$ cat src/rtl/bout_sequencer.sv
// Match-level bout controller: ready -> countdown -> fencing -> touch hold -> match over.
// Optional feature macro: BOUT_DOUBLE_TOUCH_EN (simultaneous touch scores for both sides).
module bout_sequencer #(
  parameter int WIN_SCORE    = 5,
  parameter int COUNT_FRAMES = 60,
  parameter int HOLD_FRAMES  = 120
) (
  input  logic       clk_pixel_in,
  input  logic       rst_n_in,
  input  logic       self_started_in,
  input  logic       opponent_started_in,
  input  logic       frame_tick_in,
  input  logic       score_valid_in,
  input  logic       player_scored_in,
  input  logic       opponent_scored_in,
  input  logic       rematch_in,
  output logic [2:0] state_out,
  output logic [1:0] countdown_out,
  output logic       actions_enable_out,
  output logic       positions_reset_out,
  output logic [3:0] player_score_out,
  output logic [3:0] opponent_score_out,
  output logic [1:0] winner_out
);

  typedef enum logic [2:0] {
    S_WAIT_READY = 3'd0,
    S_COUNTDOWN  = 3'd1,
    S_FENCING    = 3'd2,
    S_TOUCH_HOLD = 3'd3,
    S_MATCH_OVER = 3'd4
  } state_t;

  // One shared frame counter serves both countdown steps and the touch hold.
  localparam int CNT_MAX = (COUNT_FRAMES > HOLD_FRAMES) ? COUNT_FRAMES : HOLD_FRAMES;
  localparam int CW      = (CNT_MAX > 2) ? $clog2(CNT_MAX) : 1;

  localparam logic [CW-1:0] COUNT_LAST = CW'(COUNT_FRAMES - 1);
  localparam logic [CW-1:0] HOLD_LAST  = CW'(HOLD_FRAMES - 1);
  localparam logic [3:0]    WIN        = 4'(WIN_SCORE);

  localparam logic [1:0] WINNER_NONE     = 2'd0;
  localparam logic [1:0] WINNER_PLAYER   = 2'd1;
  localparam logic [1:0] WINNER_OPPONENT = 2'd2;
  localparam logic [1:0] WINNER_TIE      = 2'd3;

  state_t        r_state;
  logic [1:0]    r_countdown;
  logic [CW-1:0] r_frame_cnt;
  logic [3:0]    r_player_score;
  logic [3:0]    r_opponent_score;
  logic [1:0]    r_winner;
  logic          r_actions_enable;
  logic          r_positions_reset;

  state_t        w_state_next;
  logic [1:0]    w_countdown_next;
  logic [CW-1:0] w_frame_cnt_next;
  logic [3:0]    w_player_score_next;
  logic [3:0]    w_opponent_score_next;
  logic [1:0]    w_winner_next;
  logic          w_positions_reset_next;

  logic          w_both_started;
  logic          w_touch;
  logic          w_player_award;
  logic          w_opponent_award;
  logic [3:0]    w_player_score_inc;
  logic [3:0]    w_opponent_score_inc;
  logic          w_player_won;
  logic          w_opponent_won;
  logic [1:0]    w_winner_calc;

  assign w_both_started = self_started_in && opponent_started_in;
  assign w_touch        = score_valid_in && (player_scored_in || opponent_scored_in);

`ifdef BOUT_DOUBLE_TOUCH_EN
  assign w_player_award   = player_scored_in;
  assign w_opponent_award = opponent_scored_in;
`else
  // A double touch cancels out: the hold and countdown still run, nobody scores.
  assign w_player_award   = player_scored_in && !opponent_scored_in;
  assign w_opponent_award = opponent_scored_in && !player_scored_in;
`endif

  assign w_player_score_inc   = (r_player_score < WIN) ? r_player_score + 4'd1 : r_player_score;
  assign w_opponent_score_inc = (r_opponent_score < WIN) ? r_opponent_score + 4'd1 : r_opponent_score;

  assign w_player_won   = (r_player_score == WIN);
  assign w_opponent_won = (r_opponent_score == WIN);

  always_comb begin
    w_winner_calc = WINNER_NONE;
    if (w_player_won && w_opponent_won) begin
      w_winner_calc = WINNER_TIE;
    end else if (w_player_won) begin
      w_winner_calc = WINNER_PLAYER;
    end else if (w_opponent_won) begin
      w_winner_calc = WINNER_OPPONENT;
    end
  end

  always_comb begin
    w_state_next           = r_state;
    w_countdown_next       = r_countdown;
    w_frame_cnt_next       = r_frame_cnt;
    w_player_score_next    = r_player_score;
    w_opponent_score_next  = r_opponent_score;
    w_winner_next          = r_winner;
    w_positions_reset_next = 1'b0;

    if (r_state != S_MATCH_OVER && !w_both_started) begin
      // Losing either player aborts the exchange but keeps the score.
      w_state_next     = S_WAIT_READY;
      w_countdown_next = 2'd0;
      w_frame_cnt_next = '0;
    end else begin
      case (r_state)
        S_WAIT_READY: begin
          w_state_next           = S_COUNTDOWN;
          w_countdown_next       = 2'd3;
          w_frame_cnt_next       = '0;
          w_positions_reset_next = 1'b1;
        end

        S_COUNTDOWN: begin
          if (frame_tick_in) begin
            if (r_frame_cnt == COUNT_LAST) begin
              w_frame_cnt_next = '0;
              if (r_countdown == 2'd1) begin
                w_state_next     = S_FENCING;
                w_countdown_next = 2'd0;
              end else begin
                w_countdown_next = r_countdown - 2'd1;
              end
            end else begin
              w_frame_cnt_next = r_frame_cnt + CW'(1);
            end
          end
        end

        S_FENCING: begin
          if (w_touch) begin
            w_state_next     = S_TOUCH_HOLD;
            w_frame_cnt_next = '0;
            if (w_player_award) begin
              w_player_score_next = w_player_score_inc;
            end
            if (w_opponent_award) begin
              w_opponent_score_next = w_opponent_score_inc;
            end
          end
        end

        S_TOUCH_HOLD: begin
          if (frame_tick_in) begin
            if (r_frame_cnt == HOLD_LAST) begin
              w_frame_cnt_next = '0;
              if (w_player_won || w_opponent_won) begin
                w_state_next  = S_MATCH_OVER;
                w_winner_next = w_winner_calc;
              end else begin
                w_state_next           = S_COUNTDOWN;
                w_countdown_next       = 2'd3;
                w_positions_reset_next = 1'b1;
              end
            end else begin
              w_frame_cnt_next = r_frame_cnt + CW'(1);
            end
          end
        end

        S_MATCH_OVER: begin
          if (rematch_in) begin
            w_state_next          = S_WAIT_READY;
            w_frame_cnt_next      = '0;
            w_player_score_next   = 4'd0;
            w_opponent_score_next = 4'd0;
            w_winner_next         = WINNER_NONE;
          end
        end

        default: begin
          w_state_next     = S_WAIT_READY;
          w_countdown_next = 2'd0;
          w_frame_cnt_next = '0;
        end
      endcase
    end
  end

  always_ff @(posedge clk_pixel_in or negedge rst_n_in) begin
    if (!rst_n_in) begin
      r_state           <= S_WAIT_READY;
      r_countdown       <= 2'd0;
      r_frame_cnt       <= '0;
      r_player_score    <= 4'd0;
      r_opponent_score  <= 4'd0;
      r_winner          <= WINNER_NONE;
      r_actions_enable  <= 1'b0;
      r_positions_reset <= 1'b0;
    end else begin
      r_state           <= w_state_next;
      r_countdown       <= w_countdown_next;
      r_frame_cnt       <= w_frame_cnt_next;
      r_player_score    <= w_player_score_next;
      r_opponent_score  <= w_opponent_score_next;
      r_winner          <= w_winner_next;
      // Drops on the same edge a touch is registered, so no later action slips in.
      r_actions_enable  <= (w_state_next == S_FENCING);
      r_positions_reset <= w_positions_reset_next;
    end
  end

  assign state_out           = r_state;
  assign countdown_out       = r_countdown;
  assign actions_enable_out  = r_actions_enable;
  assign positions_reset_out = r_positions_reset;
  assign player_score_out    = r_player_score;
  assign opponent_score_out  = r_opponent_score;
  assign winner_out          = r_winner;

endmodule

$ cat config.mk
export PLATFORM = sky130hd
export DESIGN_NAME = bout_sequencer
export DESIGN_NICKNAME = d
export VERILOG_FILES = /design/src/rtl/bout_sequencer.sv
export SDC_FILE = /design/constraint.sdc
export NUM_CORES = 1
export LEC_CHECK = 0
export BUFFER_PORTS_ARGS = -buffer_cell sky130_fd_sc_hd__buf_2
export CAP_MARGIN = 5
export CORE_UTILIZATION = 43
export CTS_CLUSTER_SIZE = 16
export DETAILED_ROUTE_END_ITERATION = 10
export GPL_TIMING_DRIVEN = 1
export PLACE_DENSITY = 0.71
export SLEW_MARGIN = 5
export SYNTH_ARGS = -nofsm -noshare
export SYNTH_HDL_FRONTEND = slang
export SYNTH_SLANG_ARGS = --single-unit
export TNS_END_PERCENT = 100
$ cat constraint.sdc
create_clock -name clk_pixel_in -period 3.4 [get_ports clk_pixel_in]
set_input_delay 0.34 -clock clk_pixel_in [delete_from_list [all_inputs] [get_ports clk_pixel_in]]
set_output_delay 0.34 -clock clk_pixel_in [all_outputs]
set_load 0.1 [all_outputs]
Word level (Yosys, flattened, before mapping)

Index checks and enable logic that the tools add are counted.

Bits in registers: 24
Output and inout port bits: 17
Logic and storage cells: 111

$add $sub $neg: 4
$lt $le $gt $ge: 2
Equal/unequal tests: 28
Multiplexer cells: 48
Bitwise logic cells: 1
Reduce and logical (&&, ||, !) cells: 20

Operator list:

| cell                                                                  | count |
|---|---|
| 7-bit two-way mux                                                     | 7 |
| 2-bit two-way mux                                                     | 14 |
| 4-bit two-way mux                                                     | 7 |
| 7-bit case mux with 4 select lines                                    | 1 |
| 3-bit two-way mux                                                     | 9 |
| 3-bit != test (second input constant)                                 | 8 |
| 6-bit AND reduction                                                   | 4 |
| 2-bit != test (second input constant)                                 | 9 |
| 4-bit case mux with 2 select lines                                    | 2 |
| 3-bit case mux with 5 select lines                                    | 1 |
| 3-bit by 2-bit == test with 1-bit output (second input constant)      | 3 |
| 4-bit by 1-bit adder with 4-bit output (second input constant)        | 2 |
| 4-bit by 3-bit == test with 1-bit output (second input constant)      | 2 |
| 4-bit by 3-bit < comparator with 1-bit output (second input constant) | 2 |
| 2-bit case mux with 4 select lines                                    | 1 |
| 7-bit by 1-bit adder with 7-bit output (second input constant)        | 1 |
| 7-bit by 6-bit == test with 1-bit output (second input constant)      | 1 |
| 7-bit == test (second input constant)                                 | 1 |
| 1-bit logical AND                                                     | 6 |
| 1-bit two-way mux                                                     | 4 |
| 2-bit case mux with 2 select lines                                    | 1 |
| 4-bit AND reduction                                                   | 1 |
| 2-bit nonzero test                                                    | 2 |
| 3-bit by 1-bit == test with 1-bit output (second input constant)      | 1 |
| other kinds (10)                                                      | 13 |

Depth between registers and ports, before layout

Word-level depth: 8
Mapped depth: 7
Depth with buffers taken out: 7

Least setup slack after synthesis

Ideal clock, no wire load.

Path type: reg2reg
From: register r_opponent_score[1], in the netlist opponent_score_out[1]
To: register r_winner[0], in the netlist winner_out[0]
Setup time: 0.128 ns
Arrival: 2.301 ns
Required time: 3.272 ns
Slack: 0.971 ns
Cell stages (with the launch flop): 8
Buffers on the path: 0
Cells stage by stage: dfrtp_1 > inv_1 > ha_1 > nand3b_1 > and2_1 > nor2b_1 > o31ai_1 > mux2_1

Longest elaborated chain between the ends: 7
Elaborated cells on any way between the ends: 10
Classes of those cells: eq/ne: 2; mux: 5; reduce/logical: 3

Ends and longest elaborated chain:

| element                                      | RTL line | text |
|---|---|---|
| from (decl)                                  | 51       | `logic [3:0] r_opponent_score;` |
| from (signal assigned)                       | 207      | `r_opponent_score <= w_opponent_score_next;` |
| 4-bit by 3-bit == test with 1-bit output (*) | 90       | `assign w_opponent_won = (r_opponent_score == WIN);` |
| 1-bit logical AND                            | 94       | `if (w_player_won && w_opponent_won) begin` |
| 2-bit two-way mux                            | 94       |  |
| 2-bit two-way mux                            | 159      | `if (w_player_won \|\| w_opponent_won) begin` |
| 2-bit two-way mux                            | 157      | `if (r_frame_cnt == HOLD_LAST) begin` |
| 2-bit two-way mux                            | 156      | `if (frame_tick_in) begin` |
| 2-bit case mux with 2 select lines           | 118      | `case (r_state)` |
| to (signal assigned)                         | 208      | `r_winner <= w_winner_next;` |
| to (decl)                                    | 52       | `logic [1:0] r_winner;` |

Every way passes the cells marked *; elsewhere a longest branch is shown, timed or not. The select of a mux whose other input is x is not followed.
A chain may end at the register's enable or synchronous reset.

Worst setup path after layout

From: register r_player_score[1], in the netlist player_score_out[1]
To: register r_winner[0], in the netlist winner_out[0]

Longest elaborated chain between the ends: 7
Elaborated cells on any way between the ends: 11
Classes of those cells: eq/ne: 2; mux: 6; reduce/logical: 3

Ends and longest elaborated chain:

| element                                                | RTL line | text |
|---|---|---|
| from (decl)                                            | 50       | `logic [3:0] r_player_score;` |
| from (signal assigned)                                 | 206      | `r_player_score <= w_player_score_next;` |
| 4-bit by 3-bit == test with 1-bit output (*)           | 89       | `assign w_player_won = (r_player_score == WIN);` |
| 2-bit two-way mux or 1-bit logical AND (tied branches) | 96, 94   |  |
| 2-bit two-way mux                                      | 94       |  |
| 2-bit two-way mux                                      | 159      |  |
| 2-bit two-way mux                                      | 157      |  |
| 2-bit two-way mux                                      | 156      |  |
| 2-bit case mux with 2 select lines                     | 118      |  |

Marked as above.

==> metrics.md <==
| Metric | Value |
|---|---|
| Final net count | 202 |
| CP max-delay cell | dfrtp_1 |
| Final total negative setup slack | 0 ns |
| Clock transition at path regs | 0.13 ns |
| PwrDens | 304 nW/um^2 |
| Number of global-route vias before repair | 1232 |
| CP peak stage delay | 0.44 ns |
| Count of different cell masters after synthesis | 42 |
| Worst slew pin tran | 0.544 ns |
| Post-synth EDFFs | 0 |
| Global Route Usage Sum | 0.189 |
| Status | finished with violations |
| Worst path required time | 3.61 ns |
| Routed WL per cell | 14.1 microns |
| Clock group share of total power | 0.288 |
| Reg2Reg Setup Slack | 1.47 ns |
| Synthesis Warnings | 0 |
| Critical path's top delay family | flip-flops |
| Routed WL | 3240 microns |
| Max-Cap Viols | 0 |
| Most frequent cell after synthesis | dfrtp_1 |
| Final instance area | 1720 sq um |
| Clock Tree Buf Depth | 2 |
| Post-CTS resize count | 0 |
| Post-DP HPWL | 2540 microns |
| RSZ-0062 raised after global routing | false |
| Post-synthesis sequential area ratio | 0.398 |
| Failing checks | DRC, hold timing |
| CTS H-tree depth | 1 |
| Worst r2r path cells | 7 |
| Core ar. | 3340 sq um |
| Synth top area share | 0.398 |
| Starting Density | 0.452 |
| Initial antenna violation count | 0 |
| TritonCTS clock tree | yes |
| Synthesized area | 1510 sq um |
| Total gr overflow | 0 |
| Num CTS Buffers | 3 |
| Post-route clock period utilization | 0.567 |
| RR Startpoint | player_score_out[1] |
| CP Launch Type | flop |
| Hold Vio Cnt, Final | 20 |
| Leading area contributor after synthesis | dfrtp_1 |
| Count of input and output buffers | 25 |
| Post-route DRC | 2 |
| # rows | 21 |
| Worst-path maximum fanout | 5 |
| R2R Path End | winner_out[0] |
| Critical path class | reg -> reg |
| Fin. max-slew vios | 0 |
| Worst skew pair latency | 0.31 ns |
| First-pass GRT wire length | 5290 microns |
| Fmax | 518 MHz |
| 1st-pass router iterations | 7 |
| Hold Slack | -0.00763 ns |
| Via-per-instance ratio | 5.43 |
| Synth top cells by count | dfrtp_1 (24), nor2_1 (17), nand2_1 (14) |
| Cts hold-fix bufs | 0 |
| Worst IR Drop VDD | 0.171 mV |
| Drt initial violations | 79 |
| Postcts setup bufs | 0 |
| Synth Flop Type | dfrtp_1 |
| Share of cells above drive strength 1 | 0.217 |
| Crit. End Element | flop |
| Rel. slew slack | 0.637 |
| Static Leak | 0.823 nW |
| Fin crit period | 1.93 ns |
| Inserted Diodes | 0 |
| Syn-to-layout area delta | 13.9% |
| Flop pwr share | 0.567 |
| Largest net degree at the start of global routing | 25 |
| Synth async-reset ratio | 1.00 |
| CTS Root Buffer Type | clkbuf_4 |
| Post-Route Skew | 0.00379 ns |
| Arr. time, crit path | 2.13 ns |
| Worst path bufs/invs | 1 |
| Syn avg cell area | 9.60 sq um |
| Die Y | 61.2 microns |
| #FFs+latches synth | 24 |
| Syn Nets | 174 |
| I/O pin count | 26 |
| Die area | 3750 sq um |
| Final RePlAce weighted congestion | 0.876 |
| Die Width | 61.2 microns |
| Switching Share | 0.285 |
| Setup violators final | 0 |
| Top post-synthesis cells by area | dfrtp_1 (40%), ha_1 (6.6%), nor2_1 (4.2%) |
| P_sw | 149 uW |
| Post-Synthesis Cells | 157 |
| Clock sink count | 24 |
| Hold Path Class | in -> async |
| Via count | 1249 |
| Combinational share of power | 0.146 |
| Remaining antenna violation count | 0 |
| Dpl cell area | 1680 sq um |
| Internal power | 373 uW |
| Worst path cell trace | inv_1 > ha_1 > nand3b_1 > and2_1 > nor2b_1 > o31ai_1 > mux2_1 |
-- cell type report --
cell class	instances	area, sq um
inverter	8	30.0
tap	46	57.6
fill	316	1620
clock buffer	4	36.3
timing repair buffer	25	125
multi-input combinational	123	867
sequential	24	601
-- layer usage --
layer / vias up / global-route usage / part of all wire
li1: 618 / - / -
met1: 615 / 0.218 / 0.44
met2: 14 / 0.356 / 0.53
met3: 2 / 0.0294 / 0.022
met4: 0 / 0.0584 / 0.0071
met5: - / 0 / 0
-- stage by stage --
stage	setup slack (ns)	total power [mW]	cells	utilization
global route	1.35	0.549	230	0.514
finish	1.47	0.521	230	0.514
CTS	1.44	0.528	230	0.514
global placement	1.54	0.375	226	0.504
detailed placement	1.47	0.378	226	0.504
floorplan	0.971	0.354	157	-
-- state kept, by name, summed over array words and instances, names as in the netlist --
| signal | count |
|---|---|
| state_out | 3 |
| winner_out | 2 |
| countdown_out | 2 |
| positions_reset_out | 1 |
| player_score_out | 4 |
| r_frame_cnt | 7 |
| opponent_score_out | 4 |
| actions_enable_out | 1 |
-- placed cells by master (no fill, tap or decap), types with 2 or more instances in the layout --
master     n
buf_2     25
dfrtp_1   24
nor2_1    17
nand2_1   14
o21ai_0   11
inv_1      8
a21oi_1    8
nand3_1    8
ha_1       8
nand2b_1   4
and3_1     4
nor2b_1    4
o31ai_1    4
nand3b_1   3
mux2_1     3
mux2i_1    3
a22o_1     3
clkbuf_4   3
and2_1     2
nor4b_2    2
nand4_1    2
nor3_1     2
-- worst max path at each step --
stage	cells past startpoint	to	start	slack, ns
4_1_cts	7	winner_out[0]	player_score_out[1]	1.44
3_3_place_gp	6	winner_out[0]	player_score_out[0]	1.54
5_1_grt	7	winner_out[0]	player_score_out[1]	1.35
3_5_place_dp	7	winner_out[0]	player_score_out[1]	1.47
2_1_floorplan	7	winner_out[0]	opponent_score_out[1]	0.97
6_report	7	winner_out[0]	player_score_out[1]	1.47
-- cells by family (layout without fill, tap and decap cells) --
family,count (synthesis),after routing,synth area share
and+or+nand+nor,73,73,0.281
muxes,7,7,0.0498
buffers and inverters,10,37,0.0266
adders and majority gates,8,8,0.0664
AOI/OAI and AO/OA,35,35,0.178
DFF,24,24,0.398
-- power groups by stage --
stage	combinational, mW	sequential [mW]	clock, mW
after global routing	0.0818	0.297	0.171
after global placement	0.0745	0.300	0
after floorplan	0.0229	0.331	0
final	0.0759	0.295	0.150
after detailed placement	0.0765	0.301	0
after CTS	0.0768	0.296	0.156
Note: power is estimated with default switching activity, not from simulation.
